**config.mk**
```make
export PLATFORM = sky130hd
export DESIGN_NAME = led_stretch_bank
export DESIGN_NICKNAME = d
export VERILOG_FILES = /design/src/rtl/led_stretch_bank.sv
export SDC_FILE = /design/constraint.sdc
export NUM_CORES = 1
export LEC_CHECK = 0
export ABC_AREA = 1
export CAP_MARGIN = 10
export CORE_MARGIN = 8
export CORE_UTILIZATION = 58
export CTS_CLUSTER_DIAMETER = 200
export DETAILED_ROUTE_END_ITERATION = 6
export DONT_BUFFER_PORTS = 1
export GPL_ROUTABILITY_DRIVEN = 0
export PLACE_DENSITY = 0.72
export RECOVER_POWER = 50
export SYNTH_ARGS = -nofsm -noshare
export SYNTH_HDL_FRONTEND = slang
export SYNTH_SLANG_ARGS = --single-unit
```
**constraint.sdc**
```tcl
create_clock -name clk125MHz -period 3.3 [get_ports clk125MHz]
set_input_delay 0.33 -clock clk125MHz [delete_from_list [all_inputs] [get_ports clk125MHz]]
set_output_delay 0.33 -clock clk125MHz [all_outputs]
set_load 0.02 [all_outputs]
```
**src/rtl/led_stretch_bank.sv**
```systemverilog
// Bank of LED indicator drivers: per-channel stretch/toggle/blink/pass modes.
// Ports: clk125MHz, resetn, evt_in, mode, clr_cnt, cnt_sel -> led, evt_count.
module led_stretch_bank #(
  parameter int CHANNELS     = 8,
  parameter int CNT_W        = 27,
  parameter int HOLD_CYCLES  = 71072000,
  parameter int BLINK_CYCLES = 6250000,
  parameter bit RETRIGGER    = 1'b1,
  parameter int SYNC_STAGES  = 2,
  parameter int SEL_W        = (CHANNELS > 1) ? $clog2(CHANNELS) : 1
) (
  input  logic                  clk125MHz,
  input  logic                  resetn,
  input  logic [CHANNELS-1:0]   evt_in,
  input  logic [2*CHANNELS-1:0] mode,
  input  logic                  clr_cnt,
  input  logic [SEL_W-1:0]      cnt_sel,
  output logic [CHANNELS-1:0]   led,
  output logic [7:0]            evt_count
);

  localparam logic [1:0] M_STRETCH = 2'b00;
  localparam logic [1:0] M_TOGGLE  = 2'b01;
  localparam logic [1:0] M_BLINK   = 2'b10;
  localparam logic [1:0] M_PASS    = 2'b11;

  localparam logic [CNT_W-1:0] HOLD_LD = CNT_W'(HOLD_CYCLES - 1);
  localparam logic [CNT_W-1:0] BLK_LD  = CNT_W'(BLINK_CYCLES - 1);
  localparam int               NSEL    = 2 ** SEL_W;

  // Unused select codes read as zero.
  logic [7:0] ecnt [NSEL];
  logic [7:0] evt_count_q;

  genvar g;
  for (g = 0; g < CHANNELS; g++) begin : g_ch
    logic [SYNC_STAGES-1:0] sync_q;
    logic                   prev_q;
    logic                   evt_q;
    logic [1:0]             mode_q;
    logic                   act_q, act_d;
    logic                   led_q, led_d;
    logic [CNT_W-1:0]       cnt_q, cnt_d;
    logic [CNT_W-1:0]       blk_q, blk_d;
    logic [7:0]             ecnt_q, ecnt_d;
    logic [1:0]             mode_c;
    logic                   sync;
    logic                   mchg;
    logic                   win;
    logic                   reload;
    logic                   expire;

    assign mode_c = mode[2*g +: 2];
    assign sync   = sync_q[SYNC_STAGES-1];
    assign mchg   = (mode_q != mode_c);
    assign win    = (mode_c == M_STRETCH) ||
                    (mode_c == M_BLINK);
    // An event in the cnt==0 cycle counts as an
    // active-state event, so it wins over expiry.
    assign reload = evt_q & (!act_q || RETRIGGER);
    assign expire = act_q & (cnt_q == '0) & !reload;

    always_ff @(posedge clk125MHz or negedge resetn) begin
      if (!resetn) begin
        sync_q <= '0;
        prev_q <= 1'b0;
        evt_q  <= 1'b0;
        mode_q <= '0;
        act_q  <= 1'b0;
        led_q  <= 1'b0;
        cnt_q  <= '0;
        blk_q  <= '0;
        ecnt_q <= '0;
      end else begin
        sync_q <= {sync_q[SYNC_STAGES-2:0], evt_in[g]};
        prev_q <= sync;
        evt_q  <= sync & ~prev_q;
        mode_q <= mode_c;
        act_q  <= act_d;
        led_q  <= led_d;
        cnt_q  <= cnt_d;
        blk_q  <= blk_d;
        ecnt_q <= ecnt_d;
      end
    end

    always_comb begin
      act_d = act_q;
      cnt_d = cnt_q;
      blk_d = blk_q;
      if (mchg || !win || expire) begin
        act_d = 1'b0;
        cnt_d = '0;
        blk_d = '0;
      end else if (reload) begin
        act_d = 1'b1;
        cnt_d = HOLD_LD;
        blk_d = BLK_LD;
      end else if (act_q) begin
        cnt_d = cnt_q - CNT_W'(1);
        blk_d = (blk_q == '0) ? BLK_LD
                              : blk_q - CNT_W'(1);
      end
    end

    always_comb begin
      led_d = led_q;
      if (mchg) begin
        led_d = 1'b0;
      end else begin
        unique case (mode_c)
          M_STRETCH: begin
            if (reload)      led_d = 1'b1;
            else if (expire) led_d = 1'b0;
          end
          M_TOGGLE: begin
            if (evt_q) led_d = ~led_q;
          end
          M_BLINK: begin
            if (reload)      led_d = 1'b1;
            else if (expire) led_d = 1'b0;
            else if (act_q && blk_q == '0)
              led_d = ~led_q;
          end
          // prev_q keeps pass-through latency equal
          // to the event path.
          M_PASS: led_d = prev_q;
        endcase
      end
    end

    always_comb begin
      ecnt_d = ecnt_q;
      if (clr_cnt)
        ecnt_d = {7'd0, evt_q};
      else if (evt_q && ecnt_q != 8'hFF)
        ecnt_d = ecnt_q + 8'd1;
    end

    assign led[g]  = led_q;
    assign ecnt[g] = ecnt_q;
  end

  for (g = CHANNELS; g < NSEL; g++) begin : g_pad
    assign ecnt[g] = '0;
  end

  always_ff @(posedge clk125MHz or negedge resetn) begin
    if (!resetn) evt_count_q <= '0;
    else         evt_count_q <= ecnt[cnt_sel];
  end

  assign evt_count = evt_count_q;

endmodule

```
==> metrics.txt <==
Pwr Density=518 nW/um^2; post-synthesis sequential area ratio=42.3%; grt ovf=0; post-route ant nets=0; die area=65900 um^2; Final Cell Area=36700 um^2; violated checks=negative hold slack, max-slew violations; # IOs=46; clock buffer depth=3; Initial DRT Pass Iterations=6; vias in the first global route=28700; post-synthesis net count=4762; min Tclk post-route=2.63 ns; DP Wirelength=55200 um; Post-Syn Area=33600 um^2; Initial Util=58.5%; hold_buf cts=29; CTS tree=yes; r2r worst-path depth=11; Skew-Pair Late Insertion Delay=0.60 ns; unrepaired setup endpoints after global routing=false; most frequent cells after synthesis=nand2_1, nor2_1, dfrtp_1, inv_1, o21ai_0; initial antenna violation count=2; setup TNS=0 ns; WHS=-0.550 ns; Std-Cell Rows=88; status=complete, but fails checks; cts bufs inserted=66; Post-Route WL=82100 um; critical path type=register to register; ys async rst share=100%; CTS root buffer=clkbuf_16; clk sinks=568; largest net degree at the start of global routing=569; LEAKAGE=19.0 nW; post-synth top area share=42.3%; Non-Filler Instances=5521; nets@finish=4767; most common cell in the synthesized netlist=nand2_1; Global Route Usage Sum=24.6%; area grow syn2layout=9.10%; top cell type by total area after synthesis=dfrtp_1; first-pass GRT wire length=140000 um; MaxCap Viol Count=0; Port Buffer Count=0; drt initial violations=2475; Clock Skews=0.0155 ns; Core ar.=57500 um^2; Critical Path Sink Type=register; CP required=3.81 ns; Synth Area per Inst=7.15 um^2; Placed Instances=5373; Synth Flop Type=dfrtp_1; final slew viol count=479; H-tree Lvls=3; Setup Fix Bufs, Post-CTS=0; Peak supply drop=0.365 mV; r2r setup slk=0.67 ns; post-CTS sizing=0; synth top area cells=dfrtp_1, nand2_1, nor2_1; Critical R2R Launch=g_ch[5].cnt_q[0]; WL per Instance=14.9 um; actual slew at the worst max-slew pin=2.38 ns; FF-to-FF End=g_ch[5].cnt_q[3]; Slew HR=-58.8%; critical path startpoint category=register; post-placement cell area=34100 um^2; unique cell type count in the Yosys netlist=57; worst-path maximum fanout=31; # DRC=0; die width=257 um; synth warn=0; Reg clk slew, reported paths=0.06 ns; endpoints failing setup=0; final core occ=63.8%; Hold Crit Class=input pin to async pin; cell count after synthesis=4700; FMAX=380 MHz; Via Count=30400; CP arrival=3.14 ns; Filler cells=5197; final hold viol count=568; layout cell share with drive strength beyond 1=4.73%; Tcrit/Tclk final=79.7%; Die H=257 um; vias per cell=5.51; FF+latch count, synth=568; Tot Pwr=19.0 mW; EDFF count, synth=0
==> placed cells by master (no fill, tap or decap), types with 31 or more instances in the layout <==
cell	n
o21ai_0	445
clkbuf_16	73
nand2_1	1183
nor3_1	88
dfrtp_1	568
xor2_1	153
inv_1	469
nand4_1	88
a21oi_1	101
o211ai_1	38
ha_1	32
nor2_2	31
o22ai_1	69
nor2_1	797
nand3_1	268
xnor2_1	42
==> critical path, cell delays in order, from the launching register on <==
cell,delay (ns)
dfrtp_1,0.40
inv_1,0.11
ha_1,0.23
nand2_1,0.07
nor2_1,0.04
nand2_1,0.08
nor2_2,0.05
nand3_1,0.09
nand2_2,0.16
nor2_2,0.90
inv_1,0.23
o22ai_1,0.18
==> per-stage QoR <==
stage | hold WS, ns | setup WS [ns]
final | -0.550 | 0.668
after global routing | -0.593 | 0.388
after CTS | -0.589 | 0.681
after detailed placement | 0.0595 | 0.729
after global placement | 0.0614 | 0.811
after floorplan | 0.0344 | 1.56
==> cell families after synthesis <==
logic type / count (synthesis) / share of synthesized area (%)
adders and majority gates: 32 / 1.19
and+or+nand+nor: 2556 / 32.0
AOI/OAI and AO/OA: 743 / 12.1
DFF: 568 / 42.3
buffers and inverters: 606 / 7.30
xor gates and xnor gates: 195 / 5.08
==> final cells by class <==
type                       count  area (um^2)  share of cell area, %
multi-input combinational   3526        16900                   46.2
sequential                   568        14200                   38.8
clock buffer                 102         2070                   5.64
inverter                     489         1840                   5.01
tap                          765          957                   2.61
timing repair buffer          54          488                   1.33
clock inverter                15          155                  0.423
antenna                        2         5.00                 0.0137
==> sequential cells by signal, indices dropped and copies added (netlist names) <==
| signal | count |
|---|---|
| g_ch.mode_q | 16 |
| g_ch.act_q | 8 |
| g_ch.sync_q | 16 |
| g_ch.evt_q | 8 |
| g_ch.ecnt_q | 64 |
| g_ch.cnt_q | 216 |
| g_ch.blk_q | 216 |
| g_ch.led_q | 8 |
| g_ch.prev_q | 8 |
| evt_count | 8 |
==> per-layer routing <==
metal,global-route usage [%],vias up,wire length (um)
li1,-,15300,-
met1,34.7,14200,38600
met2,38.7,794,36800
met3,3.93,159,4640
met4,7.35,2,2050
met5,0,-,13
==> power breakdown <==
part           leakage, nW  switching, mW  total [mW]  internal (mW)
Combinational         10.2           2.69        4.04           1.35
Sequential            7.74          0.294        7.52           7.22
Clock                 1.09           2.88        7.42           4.53
==> worst max path at each step <==
stage	slack, ns	cells after the start	start	to
floorplan	1.56	14	g_ch[5].cnt_q[0]	g_ch[5].cnt_q[23]
global placement	0.81	11	g_ch[5].cnt_q[0]	g_ch[5].cnt_q[3]
detailed placement	0.73	11	g_ch[5].cnt_q[0]	g_ch[5].cnt_q[3]
CTS	0.68	11	g_ch[5].cnt_q[0]	g_ch[5].cnt_q[3]
global route	0.39	11	g_ch[5].cnt_q[0]	g_ch[5].cnt_q[3]
finish	0.67	11	g_ch[5].cnt_q[0]	g_ch[5].cnt_q[3]
Power figures use the tool's default switching activity.
